===== config.mk =====
export PLATFORM = sky130hd
export DESIGN_NAME = ltc2308_emu_flat
export DESIGN_NICKNAME = d
export VERILOG_FILES = /design/src/rtl/ltc2308_emu_if.sv /design/src/rtl/ltc2308_emu.sv /design/src/flat_wrapper.sv
export SDC_FILE = /design/constraint.sdc
export NUM_CORES = 1
export LEC_CHECK = 0
export BUFFER_PORTS_ARGS = -buffer_cell sky130_fd_sc_hd__buf_2
export CORE_MARGIN = 1
export CORE_UTILIZATION = 25
export DETAILED_ROUTE_END_ITERATION = 10
export PLACE_DENSITY_LB_ADDON = 0.05
export SLEW_MARGIN = 20
export SYNTH_ARGS = -nofsm -noshare
export SYNTH_HDL_FRONTEND = slang
export SYNTH_SLANG_ARGS = --single-unit

===== constraint.sdc =====
create_clock -name clk -period 3.98 [get_ports clk]
set_clock_uncertainty 0.1 [all_clocks]
set_input_delay 0.597 -clock clk [delete_from_list [all_inputs] [get_ports clk]]
set_output_delay 0.597 -clock clk [all_outputs]
set_load 0.05 [all_outputs]

===== src/rtl/ltc2308_emu_if.sv =====
// Pin-level interface between an LTC2308 controller and the emulated converter.
// The controller is the master; the emulated device is the slave.
interface ltc2308_emu_if;
  logic ADC_CONVST;
  logic ADC_SCK;
  logic ADC_SDI;
  logic ADC_SDO;

  modport master (
    output ADC_CONVST,
    output ADC_SCK,
    output ADC_SDI,
    input  ADC_SDO
  );

  modport slave (
    input  ADC_CONVST,
    input  ADC_SCK,
    input  ADC_SDI,
    output ADC_SDO
  );
endinterface


===== src/rtl/ltc2308_emu.sv =====
// Clock-oversampled LTC2308 device-side emulation returning fabric-supplied channel values.
// Optional LTC2308_EMU_BUSY_CHECK_EN enables the sticky proto_err protocol checker.
module ltc2308_emu #(
  parameter int unsigned CONV_CYCLES = 80,
  parameter int unsigned SYNC_STAGES = 2
) (
  input  logic                clk,
  input  logic                rst,
  ltc2308_emu_if.slave        bus,
  input  logic [95:0]         chan_value,
  output logic [5:0]          cfg_word,
  output logic                cfg_update,
  output logic                conv_done,
  output logic                busy,
  output logic                proto_err
);

  localparam int unsigned CntW = $clog2(CONV_CYCLES + 1);

  typedef enum logic [1:0] {StIdle, StConv, StWait, StShift} state_e;

  logic [SYNC_STAGES-1:0] r_convst_sync, r_sck_sync, r_sdi_sync;
  logic                   r_convst_dly, r_sck_dly;
  logic                   w_convst, w_sck, w_sdi;
  logic                   w_convst_rise, w_sck_rise, w_sck_fall;

  always_ff @(posedge clk) begin
    if (rst) begin
      r_convst_sync <= '0;
      r_sck_sync    <= '0;
      r_sdi_sync    <= '0;
      r_convst_dly  <= 1'b0;
      r_sck_dly     <= 1'b0;
    end else begin
      r_convst_sync <= {r_convst_sync[SYNC_STAGES-2:0], bus.ADC_CONVST};
      r_sck_sync    <= {r_sck_sync[SYNC_STAGES-2:0], bus.ADC_SCK};
      r_sdi_sync    <= {r_sdi_sync[SYNC_STAGES-2:0], bus.ADC_SDI};
      r_convst_dly  <= w_convst;
      r_sck_dly     <= w_sck;
    end
  end

  assign w_convst      = r_convst_sync[SYNC_STAGES-1];
  assign w_sck         = r_sck_sync[SYNC_STAGES-1];
  assign w_sdi         = r_sdi_sync[SYNC_STAGES-1];
  assign w_convst_rise = w_convst & ~r_convst_dly;
  assign w_sck_rise    = w_sck & ~r_sck_dly;
  assign w_sck_fall    = ~w_sck & r_sck_dly;

  state_e          r_state, w_state_nxt;
  logic [CntW-1:0] r_cnt, w_cnt_nxt;
  logic [11:0]     r_result, w_result_nxt;
  logic [3:0]      r_bitcnt, w_bitcnt_nxt;
  logic [5:0]      r_cfg_sh, w_cfg_sh_nxt;
  logic [2:0]      r_cfg_n, w_cfg_n_nxt;
  logic [5:0]      r_cfg_word, w_cfg_word_nxt;
  logic            r_cfg_update, w_cfg_update_nxt;
  logic            r_conv_done, w_conv_done_nxt;
  logic            r_busy, w_busy_nxt;
  logic            r_sdo, w_sdo_nxt;
  logic            w_start, w_commit;

  logic [11:0] w_chans [8];
  for (genvar g = 0; g < 8; g++) begin : g_chan
    assign w_chans[g] = chan_value[12*g +: 12];
  end

  // A CONVST abort from SHIFT with a full config converts with that fresh config.
  logic [5:0]  w_conv_cfg;
  logic [2:0]  w_ch;
  logic [11:0] w_snapshot;
  assign w_conv_cfg = ((r_state == StShift) && (r_cfg_n == 3'd6)) ? r_cfg_sh : r_cfg_word;
  assign w_ch       = {w_conv_cfg[3], w_conv_cfg[2], w_conv_cfg[4]};
  assign w_snapshot = w_chans[w_ch] ^ {~w_conv_cfg[1], 11'b0};

  always_comb begin
    w_state_nxt      = r_state;
    w_cnt_nxt        = r_cnt;
    w_result_nxt     = r_result;
    w_bitcnt_nxt     = r_bitcnt;
    w_cfg_sh_nxt     = r_cfg_sh;
    w_cfg_n_nxt      = r_cfg_n;
    w_cfg_word_nxt   = r_cfg_word;
    w_cfg_update_nxt = 1'b0;
    w_conv_done_nxt  = 1'b0;
    w_busy_nxt       = r_busy;
    w_sdo_nxt        = r_sdo;
    w_start          = 1'b0;
    w_commit         = 1'b0;

    unique case (r_state)
      StIdle: begin
        w_sdo_nxt = 1'b0;
        w_start   = w_convst_rise;
      end
      StConv: begin
        if (r_cnt <= CntW'(1)) begin
          w_cnt_nxt       = '0;
          w_busy_nxt      = 1'b0;
          w_conv_done_nxt = 1'b1;
          w_state_nxt     = StWait;
        end else begin
          w_cnt_nxt = r_cnt - CntW'(1);
        end
      end
      StWait: begin
        if (w_convst_rise) begin
          w_start = 1'b1;
        end else if (!w_convst) begin
          w_sdo_nxt    = r_result[11];
          w_bitcnt_nxt = '0;
          w_cfg_n_nxt  = '0;
          w_state_nxt  = StShift;
        end
      end
      StShift: begin
        if (w_convst_rise) begin
          w_commit = (r_cfg_n == 3'd6);
          w_start  = 1'b1;
        end else begin
          if (w_sck_rise && (r_cfg_n != 3'd6)) begin
            w_cfg_sh_nxt = {r_cfg_sh[4:0], w_sdi};
            w_cfg_n_nxt  = r_cfg_n + 3'd1;
          end
          if (w_sck_fall) begin
            w_bitcnt_nxt = r_bitcnt + 4'd1;
            if (r_bitcnt == 4'd11) begin
              w_sdo_nxt   = 1'b0;
              w_commit    = (r_cfg_n == 3'd6);
              w_state_nxt = StIdle;
            end else begin
              w_sdo_nxt = r_result[4'd10 - r_bitcnt];
            end
          end
        end
      end
      default: w_state_nxt = StIdle;
    endcase

    if (w_start) begin
      w_result_nxt = w_snapshot;
      w_cnt_nxt    = CntW'(CONV_CYCLES);
      w_busy_nxt   = 1'b1;
      w_sdo_nxt    = 1'b0;
      w_state_nxt  = StConv;
    end
    if (w_commit) begin
      w_cfg_word_nxt   = r_cfg_sh;
      w_cfg_update_nxt = 1'b1;
    end
  end

  always_ff @(posedge clk) begin
    if (rst) begin
      r_state      <= StIdle;
      r_cnt        <= '0;
      r_result     <= '0;
      r_bitcnt     <= '0;
      r_cfg_sh     <= '0;
      r_cfg_n      <= '0;
      r_cfg_word   <= 6'b100010;
      r_cfg_update <= 1'b0;
      r_conv_done  <= 1'b0;
      r_busy       <= 1'b0;
      r_sdo        <= 1'b0;
    end else begin
      r_state      <= w_state_nxt;
      r_cnt        <= w_cnt_nxt;
      r_result     <= w_result_nxt;
      r_bitcnt     <= w_bitcnt_nxt;
      r_cfg_sh     <= w_cfg_sh_nxt;
      r_cfg_n      <= w_cfg_n_nxt;
      r_cfg_word   <= w_cfg_word_nxt;
      r_cfg_update <= w_cfg_update_nxt;
      r_conv_done  <= w_conv_done_nxt;
      r_busy       <= w_busy_nxt;
      r_sdo        <= w_sdo_nxt;
    end
  end

  assign bus.ADC_SDO = r_sdo;
  assign cfg_word    = r_cfg_word;
  assign cfg_update  = r_cfg_update;
  assign conv_done   = r_conv_done;
  assign busy        = r_busy;

`ifdef LTC2308_EMU_BUSY_CHECK_EN
  logic r_proto_err;
  logic w_proto_evt;
  assign w_proto_evt = ((r_state == StConv) && (w_sck_rise || w_sck_fall || w_convst_rise)) ||
                       ((r_state == StShift) && w_convst_rise);

  always_ff @(posedge clk) begin
    if (rst) begin
      r_proto_err <= 1'b0;
    end else begin
      r_proto_err <= r_proto_err | w_proto_evt;
    end
  end
  assign proto_err = r_proto_err;
`else
  assign proto_err = 1'b0;
`endif

endmodule

===== src/flat_wrapper.sv =====
// flat-port wrapper written by rule: the top's interface ports become plain ports
module ltc2308_emu_flat 
#(
  parameter int unsigned CONV_CYCLES = 80,
  parameter int unsigned SYNC_STAGES = 2
)
  (clk, rst, chan_value, cfg_word, cfg_update, conv_done, busy, proto_err, bus_ADC_CONVST, bus_ADC_SCK, bus_ADC_SDI, bus_ADC_SDO);
  ltc2308_emu_if bus_i ();
  input  logic clk;
  input  logic rst;
  input  logic [95:0] chan_value;
  output logic [5:0] cfg_word;
  output logic cfg_update;
  output logic conv_done;
  output logic busy;
  output logic proto_err;
  input wire logic [$bits(bus_i.ADC_CONVST)-1:0] bus_ADC_CONVST;
  input wire logic [$bits(bus_i.ADC_SCK)-1:0] bus_ADC_SCK;
  input wire logic [$bits(bus_i.ADC_SDI)-1:0] bus_ADC_SDI;
  output wire logic [$bits(bus_i.ADC_SDO)-1:0] bus_ADC_SDO;
  assign bus_i.ADC_CONVST = bus_ADC_CONVST;
  assign bus_i.ADC_SCK = bus_ADC_SCK;
  assign bus_i.ADC_SDI = bus_ADC_SDI;
  assign bus_ADC_SDO = bus_i.ADC_SDO;
  ltc2308_emu #(.CONV_CYCLES(CONV_CYCLES), .SYNC_STAGES(SYNC_STAGES)) u_core (.clk(clk), .rst(rst), .bus(bus_i), .chan_value(chan_value), .cfg_word(cfg_word), .cfg_update(cfg_update), .conv_done(conv_done), .busy(busy), .proto_err(proto_err));
endmodule

Word-level counts from Yosys, hierarchy flattened:

Index checks and enable logic that the tools add are counted.
W data, S select, Z words.

* register bits: 52
* logic and storage cells: 118
* bits of input ports: 101
* output and inout port bits: 11

* bitwise operators: 11
* $add $sub $neg: 4
* multiplexer cells: 44
* magnitude comparators: 3
* equality and inequality tests: 19
* reductions and logical operators: 19

Operators with widths (number)
* $bmux W12 S3: 1
* $mux W12: 2
* $mux W7: 3
* $mux W1: 17
* $mux W4: 4
* $reduce_and A5 Y1: 3
* $reduce_and A7 Y1: 2
* $mux W2: 6
* $mux W3: 4
* $ne A3 B3 Y1 const B: 4
* $xor A12 B12 Y12: 1
* $ne A2 B2 Y1 const B: 5
* $pmux W4 S2: 1
* $le A7 B1 Y1 const B: 1
* $sub A7 B1 Y7 const B: 1
* $ne A3 B1 Y1 const B: 2
* $not A1 Y1: 6
* $pmux W2 S3: 1
* $pmux W3 S2: 1
* $reduce_bool A2 Y1: 3
* $reduce_bool A3 Y1: 2
* $reduce_or A2 Y1: 3
* $lt A4 B5 Y1 const B: 1
* $mux W5: 1
* other kinds (20): 25

Depth between registers and ports, before layout:

Gate-level depths: netlist of run 1.

* word-level depth: 8
* gate-level depth with buffers: 9
* gate-level depth less buffers: 7

Worst setup path before layout of run 1:

No wires, ideal clock.

* kind: register to register
* start: register u_core.r_state[0]
* end: register u_core.r_result[0]
* stages on the path, launching flop included: 10
* data arrival time: 1.919 ns
* path slack: 1.843 ns
* period minus slack after synthesis: 2.137 ns
* buffers on the path: 3
* library setup time: 0.117 ns
* data required time: 3.763 ns
* cells stage by stage: dfxtp_1 ha_1 buf_6 and3_4 buf_6 mux2_4 buf_4 nor2_4 nand3_1 a32o_1

* longest elaborated chain between the ends: 8
* elaborated cells on any way between the ends: 12
* those cells by class: 2 x eq/ne; 5 x mux; 2 x bitwise; 3 x reduce/logical

RTL lines
* start: declaration: line ltc2308_emu.sv:50 `state_e r_state, w_state_nxt;`
* start signal: assignment: line ltc2308_emu.sv:155 `r_state <= StIdle;`
* start signal: assignment: line ltc2308_emu.sv:167 `r_state <= w_state_nxt;`
* $eq A2 B2 Y1: line ltc2308_emu.sv:72, ltc2308_emu.sv:91
* $logic_and A1 B1 Y1: line ltc2308_emu.sv:72 `assign w_conv_cfg = ((r_state == StShift) && (r_cfg_n == 3'd6)) ? r_cfg_sh : r_cfg_word;`
* $mux W5: line ltc2308_emu.sv:72
* $not A3 Y4 (implied by the code): line ltc2308_emu.sv:74 `assign w_snapshot = w_chans[w_ch] ^ {~w_conv_cfg[1], 11'b0};`
* $bmux W12 S3: line ltc2308_emu.sv:74
* $mux W12 (implied by the code) (2 in series): line ltc2308_emu.sv:74
* $xor A12 B12 Y12: line ltc2308_emu.sv:74
* end signal: assignment: line ltc2308_emu.sv:169 `r_result <= w_result_nxt;`
* end: declaration: line ltc2308_emu.sv:52 `logic [11:0] r_result, w_result_nxt;`

Parallel ways exist; a longest one is shown, timed or not. The select of a mux whose other input is x is not followed.
A chain may end at the register's enable or synchronous reset.

Worst setup path after layout of run 1:

* start: register u_core.r_state[1]
* end: register u_core.r_result[11]

Same word-level chain as after synthesis.

==> summary.md, run 1 <==
| Metric | Value |
|---|---|
| Headroom to the max-slew limit | `0.4055` |
| Yosys warnings | `0` |
| Vias | `3332` |
| Antenna violations before repair | `0` |
| Mean post-synth cell area | `8.251 um^2` |
| TritonCTS clock tree | `built` |
| Power density relative to cell area | `335.8 nW/um^2` |
| Ratio of cells with drive above 1 in the final layout | `0.2750` |
| Launch point of the worst reg-to-reg path | `u_core.r_state[1]` |
| Vias in the first global route | `3392` |
| Utilization after layout | `0.3185` |
| Setup TNS Final | `0 ps` |
| Final nets | `629` |
| Post-Synthesis Net Count | `537` |
| Drt initial violations | `109` |
| Post-synth EDFFs | `0` |
| Maximum number of pins on one net before global-route repair | `39` |
| P_sw | `0.3809 mW` |
| DR DRC count | `0` |
| Reg-to-reg slack, setup | `1250 ps` |
| Total area of multi-input combinational cells | `2286 um^2` |
| Combined flip-flop and latch cell area | `1041 um^2` |
| Floorplan Core Area | `13830 um^2` |
| Number of optimization iterations in the first detailed-route pass | `4` |
| Worst-margin pin slew | `890.0 ps` |
| Hold path startpoint | `u_core.r_result[9]` |
| Critical Path, Cell by Cell | `inv_1 -> ha_1 -> nor3b_1 -> nand2b_1 -> o41a_1 -> nand3_1` |
| Number of sinks driven by the clock tree | `52` |
| Count of H-tree levels built during CTS | `2` |
| Min-Delay Path Class | `reg -> reg` |
| Final worst path period share | `0.6850` |
| Cell family contributing the most delay on the critical path | `simple AND/OR/NAND/NOR gates` |
| Max-cap check violation count | `0` |
| Count of final hold-check violations | `0` |
| Inserted Diodes | `0` |
| Post-CTS setup buffer count | `0` |
| Number of gates given a new drive strength after cts | `0` |
| Sum of internal, switching and leakage power | `1.479 mW` |
| Chip Height | `120.7 um` |
| Syn Inst Count | `427` |
| Register bit total from synthesis | `52` |
| Worst voltage drop across the vdd grid | `0.1760 mV` |
| CTS Buffer Depth | `2` |
| Count of nets left with antenna violations after detail routing | `0` |
| Number of buffers and inverters on the critical path | `1` |
| Synth area leaders | `sky130_fd_sc_hd__dfxtp_1 30%, sky130_fd_sc_hd__mux2i_1 14%, sky130_fd_sc_hd__nand2_1 7.8%, sky130_fd_sc_hd__mux4_2 4.5%, sky130_fd_sc_hd__nand3_1 4.1%` |
| Row count | `43` |
| Fraction of power consumed by combinational cells | `0.190` |
| Portion of synthesized cell area occupied by the leading cell type | `0.2955` |
| Top flip-flop cell by instance count after synthesis | `sky130_fd_sc_hd__dfxtp_1` |
| Top-Level Pins | `112` |
| GRT Resource Usage Total | `0.1536` |
| Half-perimeter wire length after placement | `8222 um` |
| Global-route wire length before repair | `17100 um` |
| Switching portion of total power | `0.2575` |
| Leakage power | `1.804 nW` |
| Register area share after synthesis | `0.2955` |
| Buffer cell driving the clock tree root | `sky130_fd_sc_hd__clkbuf_16` |
| Buffers on Ports | `110` |
| Width of the die | `120.7 um` |
| Internal cell power | `1.098 mW` |
| Startpoint of the most critical setup path | `u_core.r_state[1]` |
| Clock buffer count from CTS | `5` |
| Total congestion overflow after global routing | `0` |
| Total standard cell area after synthesis | `3523 um^2` |
| Sequential cell fraction of total power | `0.385` |
| Layout fillers | `1513` |
| Area Overhead vs Synth | `25.00%` |
| Routed wire length | `10620 um` |
| Final-report max-slew violation count | `0` |
| Startpoint type of the worst setup path | `flop` |
| Type of the setup path with the least slack | `reg -> reg` |
| Outcome | `finished clean` |
| Clk slew on worst S/H paths | `70 ps` |
| Worst-Skew Late Latency | `310 ps` |
| CTS Hold Bufs | `0` |
| Unrepaired setup endpoints after global routing | `no` |
| Initial core utilization | `0.2548` |
| Number of distinct library cells after synthesis | `52` |
| Largest fanout on the critical path | `15` |
| Die area | `14570 um^2` |
| Final weighted congestion in routability-driven placement | `0.7905` |
| Final number of setup-violating endpoints | `0` |
| Required @ worst endpoint | `4130 ps` |
| Average wire per standard cell | `15.17 um` |
| Critical-path cell with the highest stage delay | `sky130_fd_sc_hd__nor3b_1` |
| Endpoint kind of the worst setup timing path | `flop` |
| Highest cell delay on the worst timing path | `690 ps` |
| Clock network fraction of total power | `0.425` |
| Highest achievable clock rate | `366.8 MHz` |
| Number of vias per cell | `4.760` |
| Arrival time worst endpoint | `2880 ps` |
| Async S/R FF share, synth | `0` |
| Time the worst path needs with I/O delays and setup | `2726 ps` |
| Post-synthesis cell type with the largest combined area | `sky130_fd_sc_hd__dfxtp_1` |
==> path summary, 6_finish.rpt <==
| check | depth (start not counted) | endpoint |
|---|---|---|
| hold / removal | 2 | u_core.r_result[9] |
| hold reg to reg | 2 | u_core.r_result[9] |
| setup reg to reg | 6 | u_core.r_result[11] |
| setup / recovery | 6 | u_core.r_result[11] |
==> per-layer routing <==
| layer | wire length, um | up-vias | global-route usage |
|---|---|---|---|
| met5 | 0 | - | 0 |
| met4 | 125 | 0 | 0.04630 |
| met3 | 525 | 6 | 0.03443 |
| met2 | 5025 | 94 | 0.2604 |
| met1 | 4942 | 1510 | 0.1930 |
| li1 | - | 1722 | - |
==> per-stage QoR <==
step           cell area (um^2)  hold WS [ps]  worst slack (ps)  std cells
4_1_cts                    4404         356.4              1229        700
2_1_floorplan              3523         313.8              1843        427
5_1_grt                    4404         367.3             995.8        700
3_3_place_gp               4189         334.4              1217        692
3_5_place_dp               4189         336.0              1254        692
6_report                   4404         352.8              1254        700
==> worst reg2reg max path, stage by stage (launching register included) <==
cell and delay [ps]:
sky130_fd_sc_hd__dfxtp_1 360, sky130_fd_sc_hd__inv_1 80, sky130_fd_sc_hd__ha_1 230, sky130_fd_sc_hd__nor3b_1 690, sky130_fd_sc_hd__nand2b_1 580, sky130_fd_sc_hd__o41a_1 550
sky130_fd_sc_hd__nand3_1 80
==> cells by family (layout without fill, tap and decap cells) <==
logic type               count (synthesis)  count (layout)  share of synthesized area
AO/OA/AOI/OAI                           84              84                     0.1712
XOR/XNOR                                 6               6                    0.01491
adder cells (fa/ha/maj)                  9               9                    0.03196
buffers and inverters                   42             135                    0.05682
flip-flops                              52              52                     0.2955
multiplexers                            60              60                     0.1982
other                                    1               1                   0.001064
AND/OR/NAND/NOR                        173             173                     0.2305
==> synth_stat cells, types with 2 or more instances <==
master / number
sky130_fd_sc_hd__nor2_1: 30
sky130_fd_sc_hd__dfxtp_1: 52
sky130_fd_sc_hd__o211ai_1: 11
sky130_fd_sc_hd__or2_2: 2
sky130_fd_sc_hd__nor4_1: 3
sky130_fd_sc_hd__inv_1: 11
sky130_fd_sc_hd__and2_1: 2
sky130_fd_sc_hd__xnor2_1: 2
sky130_fd_sc_hd__xor2_1: 4
sky130_fd_sc_hd__a21oi_1: 18
sky130_fd_sc_hd__clkbuf_1: 16
sky130_fd_sc_hd__o21ai_0: 5
sky130_fd_sc_hd__or3_1: 4
sky130_fd_sc_hd__ha_1: 9
sky130_fd_sc_hd__a211o_1: 2
sky130_fd_sc_hd__buf_4: 2
sky130_fd_sc_hd__buf_2: 10
sky130_fd_sc_hd__a32o_1: 9
sky130_fd_sc_hd__nor2b_1: 14
sky130_fd_sc_hd__a211oi_1: 8
sky130_fd_sc_hd__a31oi_1: 12
sky130_fd_sc_hd__o2111ai_1: 3
sky130_fd_sc_hd__nor3_1: 2
sky130_fd_sc_hd__nand2_1: 73
sky130_fd_sc_hd__nand2b_1: 4
sky130_fd_sc_hd__mux2_2: 3
sky130_fd_sc_hd__o31ai_1: 2
sky130_fd_sc_hd__nand3b_1: 3
sky130_fd_sc_hd__a2111oi_0: 3
sky130_fd_sc_hd__nor3b_1: 2
sky130_fd_sc_hd__mux4_2: 7
sky130_fd_sc_hd__o21ai_1: 2
sky130_fd_sc_hd__nand3_1: 29
sky130_fd_sc_hd__mux2i_1: 48
sky130_fd_sc_hd__buf_6: 3
==> area by class of cell <==
type / instances / share of cell area
inverters: 11 / 0.009375
well taps: 180 / 0.05114
flip-flops and latches: 52 / 0.2364
multi-input cells: 333 / 0.5190
repair buffers: 116 / 0.1352
clock buffers: 5 / 0.02841
clock inverters: 3 / 0.02045
==> sequential cells by signal, indices dropped and copies added, names as in the netlist, 2 cells and up <==
signal	count
u_core.r_result	12
u_core.r_cnt	7
u_core.cfg_word	6
u_core.r_cfg_sh	6
u_core.r_bitcnt	4
u_core.r_cfg_n	3
u_core.r_convst_sync	2
u_core.r_sck_sync	2
u_core.r_sdi_sync	2
u_core.r_state	2
==> layout by cell type, fill, tap and decap left out, types with 2 or more instances in the layout <==
cell type                     n
sky130_fd_sc_hd__a2111oi_0    3
sky130_fd_sc_hd__o211ai_1    11
sky130_fd_sc_hd__nor2b_1     14
sky130_fd_sc_hd__mux2_2       3
sky130_fd_sc_hd__and2_1       2
sky130_fd_sc_hd__a32o_1       9
sky130_fd_sc_hd__a31oi_1     12
sky130_fd_sc_hd__nand3_1     29
sky130_fd_sc_hd__or2_2        2
sky130_fd_sc_hd__a21oi_1     17
sky130_fd_sc_hd__nor2_1      30
sky130_fd_sc_hd__clkbuf_16    5
sky130_fd_sc_hd__bufinv_16    3
sky130_fd_sc_hd__xnor2_1      2
sky130_fd_sc_hd__o31ai_1      2
sky130_fd_sc_hd__inv_1       11
sky130_fd_sc_hd__nand2_1     73
sky130_fd_sc_hd__buf_2      110
sky130_fd_sc_hd__nor3b_1      2
sky130_fd_sc_hd__nand2b_1     4
sky130_fd_sc_hd__mux2i_1     48
sky130_fd_sc_hd__o2111ai_1    3
sky130_fd_sc_hd__a211oi_1     8
sky130_fd_sc_hd__or3_1        4
sky130_fd_sc_hd__dfxtp_1     52
sky130_fd_sc_hd__mux4_2       7
sky130_fd_sc_hd__a211o_1      2
sky130_fd_sc_hd__nor3_1       2
sky130_fd_sc_hd__o21ai_0      5
sky130_fd_sc_hd__buf_4        6
sky130_fd_sc_hd__ha_1         9
sky130_fd_sc_hd__nor4_1       3
sky130_fd_sc_hd__nand3b_1     3
sky130_fd_sc_hd__o21ai_1      2
sky130_fd_sc_hd__xor2_1       4
==> power by group through the flow <==
stage | clock network (mW) | registers, mW | logic [mW]
after detailed placement | 0 | 0.581 | 0.285
after CTS | 0.652 | 0.569 | 0.287
final | 0.629 | 0.569 | 0.281
after floorplan | 0 | 0.582 | 0.177
after global placement | 0 | 0.581 | 0.286
after global routing | 0.672 | 0.572 | 0.318
No activity file was read; power rests on OpenSTA's default activity.
==> run 2: changes to the inputs <==
--- a/config.mk
+++ b/config.mk
@@ -5,6 +5,7 @@
 export SDC_FILE = /design/constraint.sdc
 export NUM_CORES = 1
 export LEC_CHECK = 0
+export ABC_AREA = 1
 export BUFFER_PORTS_ARGS = -buffer_cell sky130_fd_sc_hd__buf_2
 export CORE_MARGIN = 1
 export CORE_UTILIZATION = 25
==> constraint.sdc (replaced) <==
create_clock -name clk -period 2.8 [get_ports clk]
set_clock_uncertainty 0.1 [all_clocks]
set_input_delay 0.42 -clock clk [delete_from_list [all_inputs] [get_ports clk]]
set_output_delay 0.42 -clock clk [all_outputs]
set_load 0.05 [all_outputs]
==> run 2 against run 1 <==
  * Wire length decreased by 7.8%
  * Synthesized cell count increased by 16%
  * First-iteration DRC count decreased by 17%
  * Combinational power increased by 53%
  * Global-route usage decreased by 0.90 points
  * Maximum frequency increased by 13%
  * Sequential share of layout area increased by 1.4 points
  * Area after synthesis decreased by 4.7%
  * Sequential power increased by 46%
  * Critical path type unchanged
==> summary.md, run 2 <==
| Metric | Value |
|---|---|
| Number of distinct library cells after synthesis | `37 (was 52)` |
| Endpoint kind of the worst setup timing path | `flop (unchanged)` |
| Worst hold-check slack | `221.1 ps (was 352.8 ps)` |
| TritonCTS clock tree | `built (unchanged)` |
| Average wire per standard cell | `12.80 um (was 15.17 um)` |
| Final number of setup-violating endpoints | `0 (unchanged)` |
| Initial core utilization | `0.2608 (was 0.2548)` |
| Portion of synthesized cell area occupied by the leading cell type | `0.3100 (was 0.2955)` |
| Synth area leaders | `sky130_fd_sc_hd__dfxtp_1 31%, sky130_fd_sc_hd__nand2_1 11%, sky130_fd_sc_hd__nand3_1 9.5%, sky130_fd_sc_hd__o211ai_1 8.5%, sky130_fd_sc_hd__inv_1 7.6% (was sky130_fd_sc_hd__dfxtp_1 30%, sky130_fd_sc_hd__mux2i_1 14%, sky130_fd_sc_hd__nand2_1 7.8%, sky130_fd_sc_hd__mux4_2 4.5%, sky130_fd_sc_hd__nand3_1 4.1%)` |
| Met1 Usage GRT | `0.1774 (was 0.1930)` |
| Arrival time worst endpoint | `2510 ps (was 2880 ps)` |
| Top flip-flop cell by instance count after synthesis | `sky130_fd_sc_hd__dfxtp_1 (unchanged)` |
| Total standard cell area after synthesis | `3358 um^2 (was 3523 um^2)` |
| Top-Level Pins | `112 (unchanged)` |
| Mean post-synth cell area | `6.784 um^2 (was 8.251 um^2)` |
| Most common cell in the netlist | `sky130_fd_sc_hd__nand2_1 (unchanged)` |
| Buffers on Ports | `110 (unchanged)` |
| Clock buffer count from CTS | `5 (unchanged)` |
| Layout fillers | `1448 (was 1513)` |
| Commonest non-fill, non-tap cells in the layout | `110 x sky130_fd_sc_hd__buf_2, 102 x sky130_fd_sc_hd__nand2_1, 68 x sky130_fd_sc_hd__inv_1 (was 110 x sky130_fd_sc_hd__buf_2, 73 x sky130_fd_sc_hd__nand2_1, 52 x sky130_fd_sc_hd__dfxtp_1)` |
| Count of H-tree levels built during CTS | `2 (unchanged)` |
| Width of the die | `117.9 um (was 120.7 um)` |
| Floorplan Core Area | `12880 um^2 (was 13830 um^2)` |
| Number of sinks driven by the clock tree | `52 (unchanged)` |
| Post-Synthesis Net Count | `605 (was 537)` |
| Yosys warnings | `0 (unchanged)` |
| Clk slew on worst S/H paths | `70 ps (about the same)` |
| Area Overhead vs Synth | `23.58% (was 25.00%)` |
| Met3 global-route usage | `0.02132 (was 0.03443)` |
| Unrepaired setup endpoints after global routing | `no (unchanged)` |
| CTS Buffer Depth | `2 (unchanged)` |
| Startpoint of the most critical setup path | `u_core.r_state[0] (was u_core.r_state[1])` |
| Max FFs per register | `12 (unchanged)` |
| Headroom to the max-slew limit | `0.5566 (was 0.4055)` |
| Routed wire length | `9795 um (was 10620 um)` |
| Post-CTS setup buffer count | `0 (unchanged)` |
| Final nets | `702 (was 629)` |
| Vias | `3474 (was 3332)` |
| Required @ worst endpoint | `2890 ps (was 4130 ps)` |
| Register with the highest flop count | `u_core.r_result (unchanged)` |
| Maximum number of pins on one net before global-route repair | `58 (was 39)` |
| Register bit total from synthesis | `52 (unchanged)` |
| Final worst path period share | `0.8640 (was 0.6850)` |
| Type of the setup path with the least slack | `reg -> reg (unchanged)` |
| Final-report max-slew violation count | `0 (unchanged)` |
| CTS Hold Bufs | `0 (unchanged)` |
| Most common cell after layout, fill and taps aside | `sky130_fd_sc_hd__buf_2 (unchanged)` |
| Largest fanout on the critical path | `13 (was 15)` |
| Most heavily used metal layer in global routing | `met2 (unchanged)` |
| Hold-critical path depth | `3 (was 2)` |
| Total congestion overflow after global routing | `0 (unchanged)` |
| Ratio of cells with drive above 1 in the final layout | `0.2395 (was 0.2750)` |
| GRT Resource Usage Total | `0.1446 (was 0.1536)` |
| Half-perimeter wire length after placement | `7417 um (was 8222 um)` |
| Worst-margin pin slew | `662.7 ps (was 890.0 ps)` |
| Worst voltage drop across the vdd grid | `0.2532 mV (was 0.1760 mV)` |
| Number of gates given a new drive strength after cts | `0 (unchanged)` |
| Register area share after synthesis | `0.3100 (was 0.2955)` |
| Max-cap check violation count | `0 (unchanged)` |
| Post-synth EDFFs | `0 (unchanged)` |
| Commonest cells in the netlist | `102 x sky130_fd_sc_hd__nand2_1, 68 x sky130_fd_sc_hd__inv_1, 64 x sky130_fd_sc_hd__nand3_1 (was 73 x sky130_fd_sc_hd__nand2_1, 52 x sky130_fd_sc_hd__dfxtp_1, 48 x sky130_fd_sc_hd__mux2i_1)` |
| Post-synthesis cell type with the largest combined area | `sky130_fd_sc_hd__dfxtp_1 (unchanged)` |
| Final weighted congestion in routability-driven placement | `0.7451 (was 0.7905)` |
| Registers with the most flip-flops | `u_core.r_result: 12 flops, u_core.r_cnt: 7 flops (unchanged)` |
| Hold path startpoint | `bus_ADC_SDI (was u_core.r_result[9])` |
| Number of vias per cell | `4.541 (was 4.760)` |
| Time the worst path needs with I/O delays and setup | `2419 ps (was 2726 ps)` |
| Syn Inst Count | `495 (was 427)` |
| Chip Height | `117.9 um (was 120.7 um)` |
| Global-route wire length before repair | `16570 um (was 17100 um)` |
| Pre-CTS WS | `261.2 ps (was 1254 ps)` |
| DR DRC count | `0 (unchanged)` |
| Min-Delay Path Class | `in -> reg (was reg -> reg)` |
| Antenna violations before repair | `0 (unchanged)` |
| Row count | `41 (was 43)` |
| Die area | `13900 um^2 (was 14570 um^2)` |
| Power density relative to cell area | `452.5 nW/um^2 (was 335.8 nW/um^2)` |
| Worst-Skew Late Latency | `290 ps (was 310 ps)` |
| Buffer cell driving the clock tree root | `sky130_fd_sc_hd__clkbuf_16 (unchanged)` |
| Number of optimization iterations in the first detailed-route pass | `4 (unchanged)` |
| Utilization after layout | `0.3223 (was 0.3185)` |
| Inserted Diodes | `0 (unchanged)` |
| Worst Reg-to-Reg Cells | `8 (was 6)` |
| Total area of multi-input combinational cells | `1891 um^2 (was 2286 um^2)` |
| Met2 usage in global routing | `0.2636 (was 0.2604)` |
| Combined flip-flop and latch cell area | `1041 um^2 (unchanged)` |
| Launch point of the worst reg-to-reg path | `u_core.r_state[0] (was u_core.r_state[1])` |
| Highest achievable clock rate | `413.4 MHz (was 366.8 MHz)` |
| Count of final hold-check violations | `0 (unchanged)` |
| Vias in the first global route | `3507 (was 3392)` |
| Async S/R FF share, synth | `0 (unchanged)` |
| Startpoint type of the worst setup path | `flop (unchanged)` |
| Setup TNS Final | `0 ps (unchanged)` |
| Drt initial violations | `90 (was 109)` |
| Final Worst Setup Slack | `380.8 ps (was 1254 ps)` |
| Count of nets left with antenna violations after detail routing | `0 (unchanged)` |
| Leakage power | `1.953 nW (was 1.804 nW)` |
| Outcome | `finished clean (unchanged)` |
[run 2: worst paths after layout]
kind | slack (ps) | end
max | 380 | u_core.r_result[11]
min | 220 | u_core.r_sdi_sync[0]
max reg2reg | 380 | u_core.r_result[11]
min reg2reg | 300 | u_core.r_convst_sync[1]
[run 2: stage by stage]
step | power, mW | area, um^2 | cells
global placement | 1.279 | 3995 | 757
detailed placement | 1.277 | 3995 | 757
finish | 1.878 | 4150 | 765
CTS | 1.912 | 4143 | 765
global route | 2.018 | 4150 | 765
floorplan | 1.133 | 3358 | 495
[run 2: routing by layer]
layer / up-vias / wire [um]
li1: 1812 / -
met5: - / 0
met3: 7 / 312
met2: 68 / 4908
met4: 0 / 72
met1: 1587 / 4501
[run 2: critical path, cell delays in order, from the launching register on]
cell and delay (ps):
sky130_fd_sc_hd__dfxtp_1 400, sky130_fd_sc_hd__ha_1 420, sky130_fd_sc_hd__nand3_4 170, sky130_fd_sc_hd__o21ai_2 550, sky130_fd_sc_hd__inv_2 260, sky130_fd_sc_hd__nand3_1 180
sky130_fd_sc_hd__nand3_1 90, sky130_fd_sc_hd__nand3_1 80, sky130_fd_sc_hd__nand2_1 40
[run 2: cells by family after synthesis]
family | after synthesis | share of synthesized area
buf+inv | 94 | 0.1293
compound gates | 96 | 0.1841
simple gates | 238 | 0.3290
flops | 52 | 0.3100
fa+ha+maj | 9 | 0.03353
xor+xnor | 5 | 0.01304
other cells | 1 | 0.001117
[run 2: area by class of cell]
type                            count  area share
Sequential cell                    52      0.2508
Timing Repair Buffer              114      0.1429
Multi-Input combinational cell    349      0.4555
Clock inverter                      3    0.005427
Clock buffer                        5     0.03015
Tap cell                          172     0.05185
Inverter                           70     0.06331
[run 2: report_power, final]
group / switching (mW) / internal [mW] / total [mW]
Clock: 0.285 / 0.335 / 0.620
Sequential: 0.0371 / 0.792 / 0.829
Combinational: 0.251 / 0.178 / 0.429
Total: 0.573 / 1.31 / 1.88
